**config.mk**
```make
export PLATFORM = sky130hd
export DESIGN_NAME = div_unit
export DESIGN_NICKNAME = d
export VERILOG_FILES = /design/src/rtl/div_unit.sv
export SDC_FILE = /design/constraint.sdc
export NUM_CORES = 1
export LEC_CHECK = 0
export BUFFER_PORTS_ARGS = -buffer_cell sky130_fd_sc_hd__buf_2
export CORE_ASPECT_RATIO = 2
export CORE_MARGIN = 2
export CORE_UTILIZATION = 25
export CTS_BUF_LIST = sky130_fd_sc_hd__clkbuf_4 sky130_fd_sc_hd__clkbuf_8
export DETAILED_ROUTE_END_ITERATION = 7
export GPL_TIMING_DRIVEN = 1
export HOLD_SLACK_MARGIN = 0.02
export SLEW_MARGIN = 20
export SYNTH_ARGS = -nofsm -noshare
export SYNTH_HDL_FRONTEND = slang
export SYNTH_SLANG_ARGS = --single-unit
```
**constraint.sdc**
```tcl
create_clock -name clk -period 6.1 [get_ports clk]
set_input_delay 1.525 -clock clk [delete_from_list [all_inputs] [get_ports clk]]
set_output_delay 1.525 -clock clk [all_outputs]
set_load 0.01 [all_outputs]
```
**src/rtl/div_unit.sv**
```systemverilog
// div_unit: multi-cycle restoring shift-subtract divider for DIV/DIVU.
// Produces {remainder, quotient} after WIDTH+1 cycles in the ON state; divide-by-zero
// returns zero. Optional macro DIV_EARLY_OUT_EN finishes at once when |dividend| < |divisor|.
module div_unit #(
    parameter int unsigned WIDTH = 32
) (
    input  logic               clk,
    input  logic               rst,
    input  logic               signed_div_i,
    input  logic [WIDTH-1:0]   opdata1_i,
    input  logic [WIDTH-1:0]   opdata2_i,
    input  logic               start_i,
    input  logic               annul_i,
    output logic [2*WIDTH-1:0] result_o,
    output logic               ready_o
);

    localparam int unsigned CW = $clog2(WIDTH) + 1;
    localparam logic [CW-1:0] CntMax = CW'(WIDTH);

    typedef enum logic [1:0] {StFree, StByZero, StOn, StEnd} state_e;

    state_e           state;
    logic [CW-1:0]    cnt;
    logic [2*WIDTH:0] work;      // {partial remainder (W+1), dividend/quotient (W)}
    logic [WIDTH-1:0] divisor;
    logic             neg_quot;
    logic             neg_rem;

    logic [WIDTH-1:0] dividend_mag;
    logic [WIDTH-1:0] divisor_mag;
    logic [2*WIDTH:0] shifted;
    logic [WIDTH:0]   trial;
    logic [WIDTH-1:0] quot_fin;
    logic [WIDTH-1:0] rem_fin;

    // Operand magnitudes, one iteration's trial subtraction and the sign-corrected result.
    always_comb begin
        dividend_mag = (signed_div_i && opdata1_i[WIDTH-1]) ? -opdata1_i : opdata1_i;
        divisor_mag  = (signed_div_i && opdata2_i[WIDTH-1]) ? -opdata2_i : opdata2_i;
        shifted      = work << 1;
        trial        = shifted[2*WIDTH:WIDTH] - {1'b0, divisor};
        quot_fin     = neg_quot ? -work[WIDTH-1:0] : work[WIDTH-1:0];
        rem_fin      = neg_rem ? -work[2*WIDTH-1:WIDTH] : work[2*WIDTH-1:WIDTH];
    end

    // Divider FSM with registered result and ready.
    always_ff @(posedge clk) begin
        if (rst) begin
            state    <= StFree;
            cnt      <= '0;
            work     <= '0;
            divisor  <= '0;
            neg_quot <= 1'b0;
            neg_rem  <= 1'b0;
            result_o <= '0;
            ready_o  <= 1'b0;
        end else begin
            unique case (state)
                StFree: begin
                    ready_o  <= 1'b0;
                    result_o <= '0;
                    if (start_i && !annul_i) begin
                        if (opdata2_i == '0) begin
                            state <= StByZero;
`ifdef DIV_EARLY_OUT_EN
                        end else if (dividend_mag < divisor_mag) begin
                            // Quotient is zero, remainder is the dividend unchanged.
                            state    <= StEnd;
                            ready_o  <= 1'b1;
                            result_o <= {opdata1_i, {WIDTH{1'b0}}};
`endif
                        end else begin
                            state    <= StOn;
                            cnt      <= '0;
                            work     <= {{(WIDTH + 1){1'b0}}, dividend_mag};
                            divisor  <= divisor_mag;
                            neg_quot <= signed_div_i &&
                                        (opdata1_i[WIDTH-1] ^ opdata2_i[WIDTH-1]);
                            neg_rem  <= signed_div_i && opdata1_i[WIDTH-1];
                        end
                    end
                end
                StByZero: begin
                    state    <= StEnd;
                    ready_o  <= 1'b1;
                    result_o <= '0;
                end
                StOn: begin
                    if (annul_i) begin
                        state    <= StFree;
                        ready_o  <= 1'b0;
                        result_o <= '0;
                    end else if (cnt != CntMax) begin
                        // Restoring step: keep the subtraction only if it did not borrow.
                        if (trial[WIDTH]) begin
                            work <= shifted;
                        end else begin
                            work <= {trial, shifted[WIDTH-1:1], 1'b1};
                        end
                        cnt <= cnt + 1'b1;
                    end else begin
                        result_o <= {rem_fin, quot_fin};
                        ready_o  <= 1'b1;
                        state    <= StEnd;
                    end
                end
                StEnd: begin
                    if (!start_i) begin
                        state    <= StFree;
                        ready_o  <= 1'b0;
                        result_o <= '0;
                    end
                end
                default: state <= StFree;
            endcase
        end
    end

endmodule

```
Word-level counts from Yosys, hierarchy flattened
Index checks and enable logic that the tools add are counted.
W data, S select, Z words.
- flip-flop bits (word level): 171
- output and inout port bits: 65
- logic and storage cells: 68
- bits of input ports: 69
- bitwise gates (word level): 2
- eq/ne operators: 10
- reductions and logical operators: 13
- add/sub/neg operators: 6
- muxes and demuxes: 29
- operators with widths (cell ; count):
    $mux W64 ; 8
    $pmux W64 S3 ; 1
    $mux W32 ; 4
    $neg A32 Y32 ; 4
    $pmux W64 S2 ; 1
    $sub A33 B32 Y33 ; 1
    $logic_not A32 Y1 ; 1
    $mux W6 ; 4
    $pmux W6 S2 ; 1
    $mux W2 ; 5
    $ne A2 B2 Y1 const B ; 5
    $pmux W2 S4 ; 1
    $add A6 B1 Y6 const B ; 1
    $ne A6 B6 Y1 const B ; 1
    $reduce_and A3 Y1 ; 2
    $reduce_and A5 Y1 ; 1
    $eq A2 B2 Y1 const B ; 2
    $logic_and A1 B1 Y1 ; 4
    $pmux W1 S4 ; 1
    $mux W1 ; 3
    $ne A3 B3 Y1 const B ; 1
    $eq A2 B1 Y1 const B ; 1
    $logic_not A2 Y1 ; 1
    $reduce_and A2 Y1 ; 1
    other kinds (5) ; 5

Logic depth before layout (Yosys ltp)
Gate-level depths: netlist of run 1.
- depth in word-level cells: 5
- depth in mapped cells: 13
- mapped depth without buffers: 11

Least setup slack after synthesis of run 1
Ideal clock, no wire load.
- kind: in2reg
- from: input opdata1_i[1]
- to: register work[25]
- path buffers: 0
- arrival time: 3.602 ns
- required time: 5.972 ns
- stages on the path: 8
- slack: 2.370 ns
- path through: or2_2 nor4_1 nand4_1 o41ai_1 xor2_1 o21ai_0 mux2i_1 nor2_1
- longest elaborated chain between the ends: 5
- ends and longest elaborated chain (element ; RTL line ; source):
    start: declaration ; 10 ; input logic [WIDTH-1:0] opdata1_i,
    $neg A32 Y32 ; 39 ; dividend_mag = (signed_div_i && opdata1_i[WIDTH-1]) ? -opdata1_i : opdata1_i;
    $mux W32 ; 39 ;
    $mux W64 ; 64 ; if (opdata2_i == '0) begin
    $mux W64 ; 63 ; if (start_i && !annul_i) begin
    $pmux W64 S2 ; 59 ; unique case (state)
    end signal: assignment ; 76 ; work <= {{(WIDTH + 1){1'b0}}, dividend_mag};
    end signal: assignment ; 97 ; work <= shifted;
    end signal: assignment ; 99 ; work <= {trial, shifted[WIDTH-1:1], 1'b1};
    end: declaration ; 25 ; logic [2*WIDTH:0] work;
No other way between the ends. The select of a mux whose other input is x is not followed.
A chain may end at the register's enable or synchronous reset.

Final worst setup path of run 1
- from: input opdata2_i[0]
- to: register work[34]
- longest elaborated chain between the ends: 3
- ends and longest elaborated chain (element ; RTL line ; source):
    start: declaration ; 11 ; input logic [WIDTH-1:0] opdata2_i,
    $logic_not A32 Y1 ; 64 ;
    $ne A2 B2 Y1 (no line) ; n/a ;
    $reduce_and A5 Y1 (no line) ; n/a ;
No other way between the ends.

==> results of run 1 <==
[sequential cells by signal, summed over array words and instances (netlist names)]
name,flops
cnt,6
state,2
result_o,64
neg_rem,1
neg_quot,1
ready_o,1
divisor,32
work,64
[cell type report]
class	count	area (µm²)	share of cell area, %
sequential	171	3426	27.39
tap	550	688.2	5.502
multi-input combinational	1125	6972	55.74
inverter	56	210.2	1.681
clock buffer	17	234.0	1.871
clock inverter	15	195.2	1.560
antenna	1	2.502	0.02001
timing repair buffer	148	780.7	6.242
[synth_stat cells (4+ instances only)]
master	count
a32oi_1	11
nor3_1	37
a221oi_1	5
inv_1	56
o31ai_1	31
nand3_1	69
and3_1	7
a21oi_1	95
nor2b_1	9
o21bai_1	5
mux2i_1	8
or2_2	4
nand3b_1	7
o21ai_1	12
ha_1	43
xnor2_1	67
a31oi_1	10
o21ai_0	94
buf_2	7
nand2_1	197
o41ai_1	14
a211oi_1	29
clkbuf_1	74
a21o_1	13
or4_1	10
dfxtp_1	171
nand2b_1	12
nor2_1	124
a22oi_1	26
nor4_1	14
nand4_1	16
buf_1	5
xor2_1	81
o211ai_1	7
o21a_1	10
or3_1	11
and2_1	6
[critical path: cells and delay by family]
kind            cells  cell delay, ns
simple gates        5            1.74
compound gates      3            0.81
buf+inv             3            0.53
fa+ha+maj           1            0.15
[through the flow]
step | total power [mW] | cell area, µm² | setup slack [ns] | utilization, % | hold WS (ns)
final | 3.940 | 12510 | 1.722 | 28.93 | 0.4496
after global routing | 4.223 | 12510 | 1.440 | 28.93 | 0.4791
after CTS | 3.976 | 12500 | 1.839 | 28.91 | 0.4533
after detailed placement | 3.093 | 12070 | 1.278 | 27.92 | 0.4402
after global placement | 3.060 | 12070 | 1.502 | 27.91 | 0.4352
after floorplan | 2.608 | 10910 | 2.370 | - | 0.4319
[layer usage]
layer / track usage (%) / wire, µm / up-vias
li1: - / - / 5277
met1: 15.67 / 12950 / 4953
met2: 29.13 / 19350 / 257
met3: 1.979 / 1206 / 61
met4: 9.502 / 2087 / 2
met5: 0 / 7 / -
[cells by family (layout without fill, tap and decap cells)]
family                     after synthesis  count (layout)  share of synthesized area [%]
other                                    0               1                              0
muxes                                    8               8                         0.7338
DFF                                    171             171                          31.37
and+or+nand+nor                        537             537                          22.98
buffers and inverters                  143             236                          5.033
AOI/OAI and AO/OA                      388             388                          22.90
adders and majority gates               44              44                          5.114
xor gates and xnor gates               148             148                          11.88
[worst paths after layout]
check | slack, ns | start | to
hold / removal | 0.45 | result_o[31] | result_o[31]
setup / recovery | 1.72 | opdata2_i[0] | work[34]
hold reg to reg | 0.45 | result_o[31] | result_o[31]
setup reg to reg | 2.45 | work[31] | work[62]
[power groups by stage]
| stage | Clock [mW] | Combinational [mW] | Sequential, mW |
|---|---|---|---|
| 3_5_place_dp | 0 | 1.67 | 1.42 |
| 6_report | 0.868 | 1.68 | 1.39 |
| 4_1_cts | 0.903 | 1.68 | 1.39 |
| 3_3_place_gp | 0 | 1.65 | 1.41 |
| 2_1_floorplan | 0 | 1.24 | 1.37 |
| 5_1_grt | 0.942 | 1.86 | 1.42 |
==> impl_metrics.yaml, run 1 <==
cells_and_area:
  stdcell_count: 2083
  fin_nets: 1632
  fillers: 4728
  syn_to_final_growth_pct: 14.62
  layout_common_cells: "nand2_1 (197), dfxtp_1 (169), buf_2 (132), nor2_1 (122), a21oi_1 (95)"
  drive_gt1_share_pct: 13.51
  final_common_cell: "nand2_1"
global_route:
  grt_util_all_layers_pct: 15.46
  grt_first_pass_wirelength_um: 54570
  overflow: 0
  antenna_found_initial: 2
  grt_pass1_vias: 10090
  grt_start_max_net_pins: 68
sta:
  finalCriticalPeriod_ns: 4.378
  fin_crit_sh_pct: 71.78
  finalHoldViolations: 0
  setup_viol: 0
  tightest_slew_ns: 1.061
  slew_violations: 0
  fin_tns_setup_ns: 0
  slew_headroom_pct: 27.43
  skew_ns: 0.02599
  rsz0062_at_grt: "no"
  fmax_mhz: 228.4
route:
  num_vias: 10550
  first_pass_iters: 5
  drt-wirelength-per-cell_um: 17.09
  drcViolationCount: 0
  wl_um: 35600
  ant_nets: 0
  drt_iter0_markers: 430
  drt-vias-per-instance: 5.065
setup_path:
  crit_type: "in -> reg"
  cp.arrival_ns: 4.77
  cp.required_ns: 6.49
  cpMaxStageDelayCell: "nor4_1"
  cp_max_fo: 32
  crit_path_max_incr_delay_ns: 0.62
  end_kind: "flop"
  start_kind: "input pin"
  r2r_cells: 11
  crit_path_cell_trace: "buf_2 -> inv_1 -> ha_1 -> nor3b_1 -> nand4_1 -> nor4_1 -> o21ai_0 -> o21a_1 -> nor2_1 -> buf_4 -> nand2_1 -> o311ai_0"
floorplan:
  dieHeight_um: 299.5
  dieWidth_um: 151.7
  dieArea_um2: 45440
  rows: 108
  io_pins: 134
  fp.coreArea_um2: 43240
  initial_core_util_pct: 25.24
clocking:
  cts_sinks: 171
  root_buffer: "clkbuf_8"
  clk_latency_ns: 0.51
  cts_made_buffers: 17
  cts_hold_buf: 0
  post_cts_buffers: 0
  h-tree-depth: 4
  clk_pin_slew_ns: 0.11
  clockBufferDepth: 2
  cts_tree: "built"
  ctsResizeCount: 0
synth:
  syn_inst: 1439
  synth_top_flop_cell: "dfxtp_1"
  synth.area.top_cells: "dfxtp_1 (31%), nand2_1 (6.8%), xor2_1 (6.5%), xnor2_1 (5.4%), ha_1 (4.9%)"
  ys_ff_latch: 171
  yosysWarnings: 0
  async_flop_share_pct: 0
  synth.net_count: 1552
  ys_types: 68
  netlist.area_leader.share_pct: 31.37
  synth_edf_count: 0
  syn_area_per_cell_um2: 7.584
  syn-cell-area_um2: 10910
  synth-seq-area-share_pct: 31.37
  synth_top_area_cell: "dfxtp_1"
placement:
  dp.cells: 2050
  io_buffers: 133
  place_congestion: 0.8792
  hpwl_um: 28240
power:
  power_frac_seq_pct: 35.4
  p_leak_nw: 4.915
  pwr-share-comb_pct: 42.6
  netSwitchingPower_mw: 1.760
  pwr-share-clk_pct: 22.0
  ir_drop_uv: 152.7
  p_int_mw: 2.180
  powerDensity_nw_per_um2: 315.0
  p_sw_share_pct: 44.66
hold_path:
  hold_depth: 2
  hp-class: "reg -> reg"
flow_run:
  cap_violations: 0
outcome:
  status: "finished clean"
No activity file was read; power rests on OpenSTA's default activity.
==> inputs of run 2 (changes only) <==
==> constraint.sdc (replaced) <==
create_clock -name clk -period 3.57 [get_ports clk]
set_input_delay 0.8925 -clock clk [delete_from_list [all_inputs] [get_ports clk]]
set_output_delay 0.8925 -clock clk [all_outputs]
set_load 0.01 [all_outputs]
==> impl_metrics.yaml, run 2 (synthesized netlist as in run 1, its figures left out) <==
cells_and_area:
  stdcell_count: 2117
  drive_gt1_share_pct: 15.11
  layout_common_cells: "nand2_1 (197), dfxtp_1 (170), buf_2 (132), nor2_1 (122), a21oi_1 (95)"
  fin_nets: 1662
  final_common_cell: "nand2_1"
  fillers: 4709
  syn_to_final_growth_pct: 17.40
  top_regs: "result_o: 64 flops, work: 64 flops, divisor: 32 flops"
  fin_area_um2: 12810
sta:
  slew_headroom_pct: 50.25
  skew_ns: 0.01187
  worst_slack_ns: 0.2240
  finalCriticalPeriod_ns: 3.346
  fmax_mhz: 298.9
  hold_slack_ns: 0.4501
  rsz0062_at_grt: "no"
  finalHoldViolations: 0
  tightest_slew_ns: 0.7462
  fin_tns_setup_ns: 0
  slew_violations: 0
  setup_viol: 0
  fin_crit_sh_pct: 93.73
floorplan:
  fp.coreArea_um2: 43240
  dieWidth_um: 151.7
  dieHeight_um: 299.5
  rows: 108
  io_pins: 134
  dieArea_um2: 45440
  initial_core_util_pct: 25.24
outcome:
  status: "finished clean"
global_route:
  grt_util_all_layers_pct: 15.75
  grt_pass1_vias: 10270
  overflow: 0
  grt_first_pass_wirelength_um: 55310
  antenna_found_initial: 6
  grt_start_max_net_pins: 67
setup_path:
  cp.arrival_ns: 3.72
  cp_max_fo: 7
  start_kind: "flop"
  crit_type: "reg -> reg"
  end_kind: "flop"
  cp.required_ns: 3.94
flow_run:
  cap_violations: 0
placement:
  pre_cts_ws_ns: 0.04495
  hpwl_um: 29220
  dp.cells: 2080
  io_buffers: 133
  place_congestion: 0.9199
  dpl_cell_area_um2: 12360
power:
  powerDensity_nw_per_um2: 540.3
  p_leak_nw: 5.095
  ir_drop_uv: 290.0
clocking:
  cts_sinks: 171
  clk_latency_ns: 0.48
  cts_tree: "built"
  clk_pin_slew_ns: 0.10
  h-tree-depth: 4
  clockBufferDepth: 2
  cts_made_buffers: 17
  root_buffer: "clkbuf_8"
  cts_hold_buf: 0
route:
  ant_nets: 0
  drcViolationCount: 0
  num_vias: 10590
  drt-vias-per-instance: 5.004
  wl_um: 36180
  drt_iter0_markers: 462
  drt-wirelength-per-cell_um: 17.09
  first_pass_iters: 5
hold_path:
  hp-class: "reg -> reg"
==> run 2: cell types whose count changed in the layout (fill, tap and decap cells not counted), moves of 2 or more <==
cell,change
buf_12,+5
bufinv_16,+2
diode_2,+4
buf_4,+25
clkinv_8,-4
clkbuf_8,+2
==> run 2: path summary, 6_finish.rpt <==
kind | to | cells after the start | slack [ns] | start
worst min register to register | result_o[59] | 2 | 0.45 | result_o[59]
worst min-delay path | result_o[59] | 2 | 0.45 | result_o[59]
worst max-delay path | work[58] | 10 | 0.22 | work[39]
worst max register to register | work[58] | 10 | 0.22 | work[39]
==> run 2: layer usage <==
| metal | wire (µm) | track usage, % |
|---|---|---|
| met5 | 14 | 0 |
| met4 | 2502 | 10.91 |
| met3 | 1210 | 2.374 |
| met2 | 20010 | 30.46 |
| met1 | 12430 | 14.51 |
==> run 2: cell type report <==
type	instances	area, µm²	area share, %
tap	550	688.2	5.371
inverter	56	210.2	1.641
timing repair buffer	178	1069	8.340
sequential	171	3425	26.73
antenna	5	12.51	0.09766
clock inverter	13	178.9	1.396
multi-input combinational	1125	6968	54.38
clock buffer	19	261.5	2.041
==> run 2: worst max-delay path, stage by stage, from the launching register on <==
cell and delay [ns]:
dfxtp_1 0.50, ha_1 0.37, a21o_1 0.23, a221oi_1 0.37, buf_4 0.18, nor2_1 0.05, a2111oi_1 0.50, o21ai_0 0.40
a21oi_1 0.30, xor2_1 0.25, o21ai_1 0.09
==> run 2: power by group <==
part | switching (mW) | total (mW) | internal [mW]
Combinational | 1.90 | 3.00 | 1.10
Sequential | 0.246 | 2.37 | 2.13
Clock | 0.803 | 1.55 | 0.750
==> run 2: what timing repair did <==
item                       in CTS  in global routing
setup buffers                   0                  0
resized for setup               0                  1
hold endpoints to repair        0                  0
setup endpoints to repair       0                  1
==> run 2: through the flow <==
step / power (mW) / utilization (%)
finish: 6.923 / 29.63
global route: 7.401 / 29.63
CTS: 6.993 / 29.59
detailed placement: 5.415 / 28.58
global placement: 5.360 / 28.58
floorplan: 4.456 / -
==> inputs of run 3 (changes only) <==
--- a/config.mk
+++ b/config.mk
@@ -5,6 +5,7 @@
 export SDC_FILE = /design/constraint.sdc
 export NUM_CORES = 1
 export LEC_CHECK = 0
+export ABC_AREA = 1
 export BUFFER_PORTS_ARGS = -buffer_cell sky130_fd_sc_hd__buf_2
 export CORE_ASPECT_RATIO = 2
 export CORE_MARGIN = 2
==> impl_metrics.yaml, run 3 <==
outcome:
  status: "finished clean"
cells_and_area:
  fin_nets: 2440
  layout_common_cells: "nand2_1 (673), inv_1 (305), nand3_1 (223), a21oi_1 (204), nor2_1 (193)"
  top_regs: "result_o: 64 flops, work: 64 flops, divisor: 32 flops"
  stdcell_count: 2994
  drive_gt1_share_pct: 9.516
  final_common_cell: "nand2_1"
  fillers: 5960
  syn_to_final_growth_pct: 13.84
setup_path:
  cp.required_ns: 3.98
  start_kind: "flop"
  cp.arrival_ns: 3.25
  cp_max_fo: 15
  cpMostUsedCell: "nand2_2"
  crit_path_max_incr_delay_ns: 0.43
  critPathBufInv: 1
  crit_path_cell_trace: "ha_1 -> fa_1 -> inv_1 -> nand2_1 -> nand2_1 -> nand3_1 -> nand2_2 -> nand2_2 -> nand2_2 -> nand2_4 -> nand2_4 -> nand2_2 -> nand2_2 -> nand2_1 -> nand3_1 -> a21oi_1"
  crit_type: "reg -> reg"
  end_kind: "flop"
  cpLargestDelayFamily: "simple AND/OR/NAND/NOR gates"
  cpMaxStageDelayCell: "dfxtp_1"
floorplan:
  io_pins: 134
  initial_core_util_pct: 25.21
  dieArea_um2: 54060
  fp.coreArea_um2: 51670
  dieHeight_um: 326.8
  rows: 118
  dieWidth_um: 165.4
clocking:
  cts_tree: "built"
  h-tree-depth: 4
  cts_sinks: 171
  clk_pin_slew_ns: 0.09
  root_buffer: "clkbuf_8"
  clockBufferDepth: 3
  cts_made_buffers: 25
  cts_hold_buf: 0
  post_cts_buffers: 0
  ctsResizeCount: 0
  clk_latency_ns: 0.58
route:
  num_vias: 14410
  drt-vias-per-instance: 4.814
  met3_length_um: 1559
  drt-wirelength-per-cell_um: 17.32
  ant_nets: 0
  wl_um: 51860
  drt_iter0_markers: 909
  top_layer: "met4"
  wl_met2_um: 27940
  drcViolationCount: 0
  wl_met1_um: 17530
  first_pass_iters: 7
global_route:
  grt_pass1_vias: 13940
  overflow: 0
  grt_start_max_net_pins: 124
  grt_util_all_layers_pct: 19.25
  grt_first_pass_wirelength_um: 78370
  antenna_found_initial: 1
synth:
  synth_top_flop_cell: "dfxtp_1"
  netlist.area_leader.share_pct: 26.28
  async_flop_share_pct: 0
  ys_ff_latch: 171
  synth_common_cells: "nand2_1 (674), inv_1 (305), nand3_1 (223)"
  syn-cell-area_um2: 13030
  synth_edf_count: 0
  yosysWarnings: 0
  synth.net_count: 2337
  synthMostInstantiatedCell: "nand2_1"
  ys_types: 46
  synth.area.top_cells: "dfxtp_1 (26%), nand2_1 (19%), inv_1 (8.8%), nand3_1 (8.6%), a21oi_1 (7.8%)"
  synth_top_area_cell: "dfxtp_1"
  syn_inst: 2224
  syn_area_per_cell_um2: 5.858
  synth-seq-area-share_pct: 26.28
power:
  ir_drop_uv: 223.4
  powerDensity_nw_per_um2: 495.2
  p_leak_nw: 7.215
sta:
  fin_crit_sh_pct: 79.74
  slew_violations: 0
  rsz0062_at_grt: "no"
  setup_viol: 0
  fin_tns_setup_ns: 0
  finalHoldViolations: 0
  skew_ns: 0.04316
  tightest_slew_ns: 0.8272
  fmax_mhz: 351.3
  finalCriticalPeriod_ns: 2.847
  slew_headroom_pct: 44.43
hold_path:
  hp-class: "reg -> reg"
placement:
  place_congestion: 0.9819
  io_buffers: 133
  dp.cells: 2960
  hpwl_um: 41920
flow_run:
  cap_violations: 0
-- run 3: cell count changes after synthesis, sizes merged, moves of 23 or more --
cell | previous run | this run
nand2 | 197 | 685
nand3 | 69 | 225
nor2 | 124 | 195
a21oi | 95 | 207
xor2 | 81 | 45
o31ai | 34 | 2
inv | 56 | 313
clkbuf | 74 | 45
a22oi | 26 | 3
xnor2 | 67 | 13
-- run 3: final cells by class --
class	count	area (µm²)	area share (%)
inverters	316	1186	7.998
diodes	1	2.502	0.01687
clock inverters	3	65.06	0.4387
flip-flops and latches	171	3423	23.08
multi-input cells	1658	8044	54.24
clock buffers	30	400.4	2.700
well taps	660	825.8	5.568
repair buffers	155	883.3	5.956
-- run 3: worst reg2reg max path, stage by stage (launching register included) --
cell	delay [ns]
dfxtp_1	0.43
ha_1	0.28
fa_1	0.43
inv_1	0.13
nand2_1	0.06
nand2_1	0.07
nand3_1	0.10
nand2_2	0.15
nand2_2	0.09
nand2_2	0.10
nand2_4	0.08
nand2_4	0.08
nand2_2	0.06
nand2_2	0.25
nand2_1	0.17
nand3_1	0.12
a21oi_1	0.07
-- run 3: where the power goes --
part           internal [mW]  leakage, nW  switching [mW]
clock                  0.868        0.243           0.776
combinational          0.953         5.58            2.41
sequential              2.13         1.39           0.199
total                   3.96         7.22            3.39
-- run 3: worst paths after layout --
check / startpoint / endpoint / slack, ns / depth (start not counted)
max reg2reg: divisor[0] / work[45] / 0.72 / 16
min: result_o[26] / result_o[26] / 0.46 / 2
max: divisor[0] / work[45] / 0.72 / 16
min reg2reg: result_o[26] / result_o[26] / 0.46 / 2
-- run 3: stage by stage --
stage                     utilization (%)  total power [mW]  instance area [µm²]  hold WS, ns  setup WS [ns]
final                               28.70             7.343                14830       0.4641         0.7234
after global routing                28.70             7.861                14830       0.4805         0.5760
after CTS                           28.69             7.372                14830       0.4659         0.7544
after detailed placement            27.79             5.699                14360       0.4522         0.2735
after global placement              27.79             5.695                14360       0.4497         0.3252
after floorplan                         -             4.633                13030       0.4302          1.059
-- run 3: metal layers --
layer / vias to the layer above / global-route usage [%]
li1: 7315 / -
met1: 6585 / 17.72
met2: 361 / 36.64
met3: 151 / 2.235
met4: 0 / 15.99
met5: - / 0
-- run 3: logic make-up (layout without fill, tap and decap cells) --
group	count (synthesis)	in the layout	share of synthesized area, %
and+or+nand+nor	1205	1205	39.24
buffers and inverters	395	504	12.00
AOI/OAI and AO/OA	351	351	14.30
DFF	171	171	26.28
xor gates and xnor gates	58	58	3.899
adders and majority gates	44	44	4.284
other	0	1	0
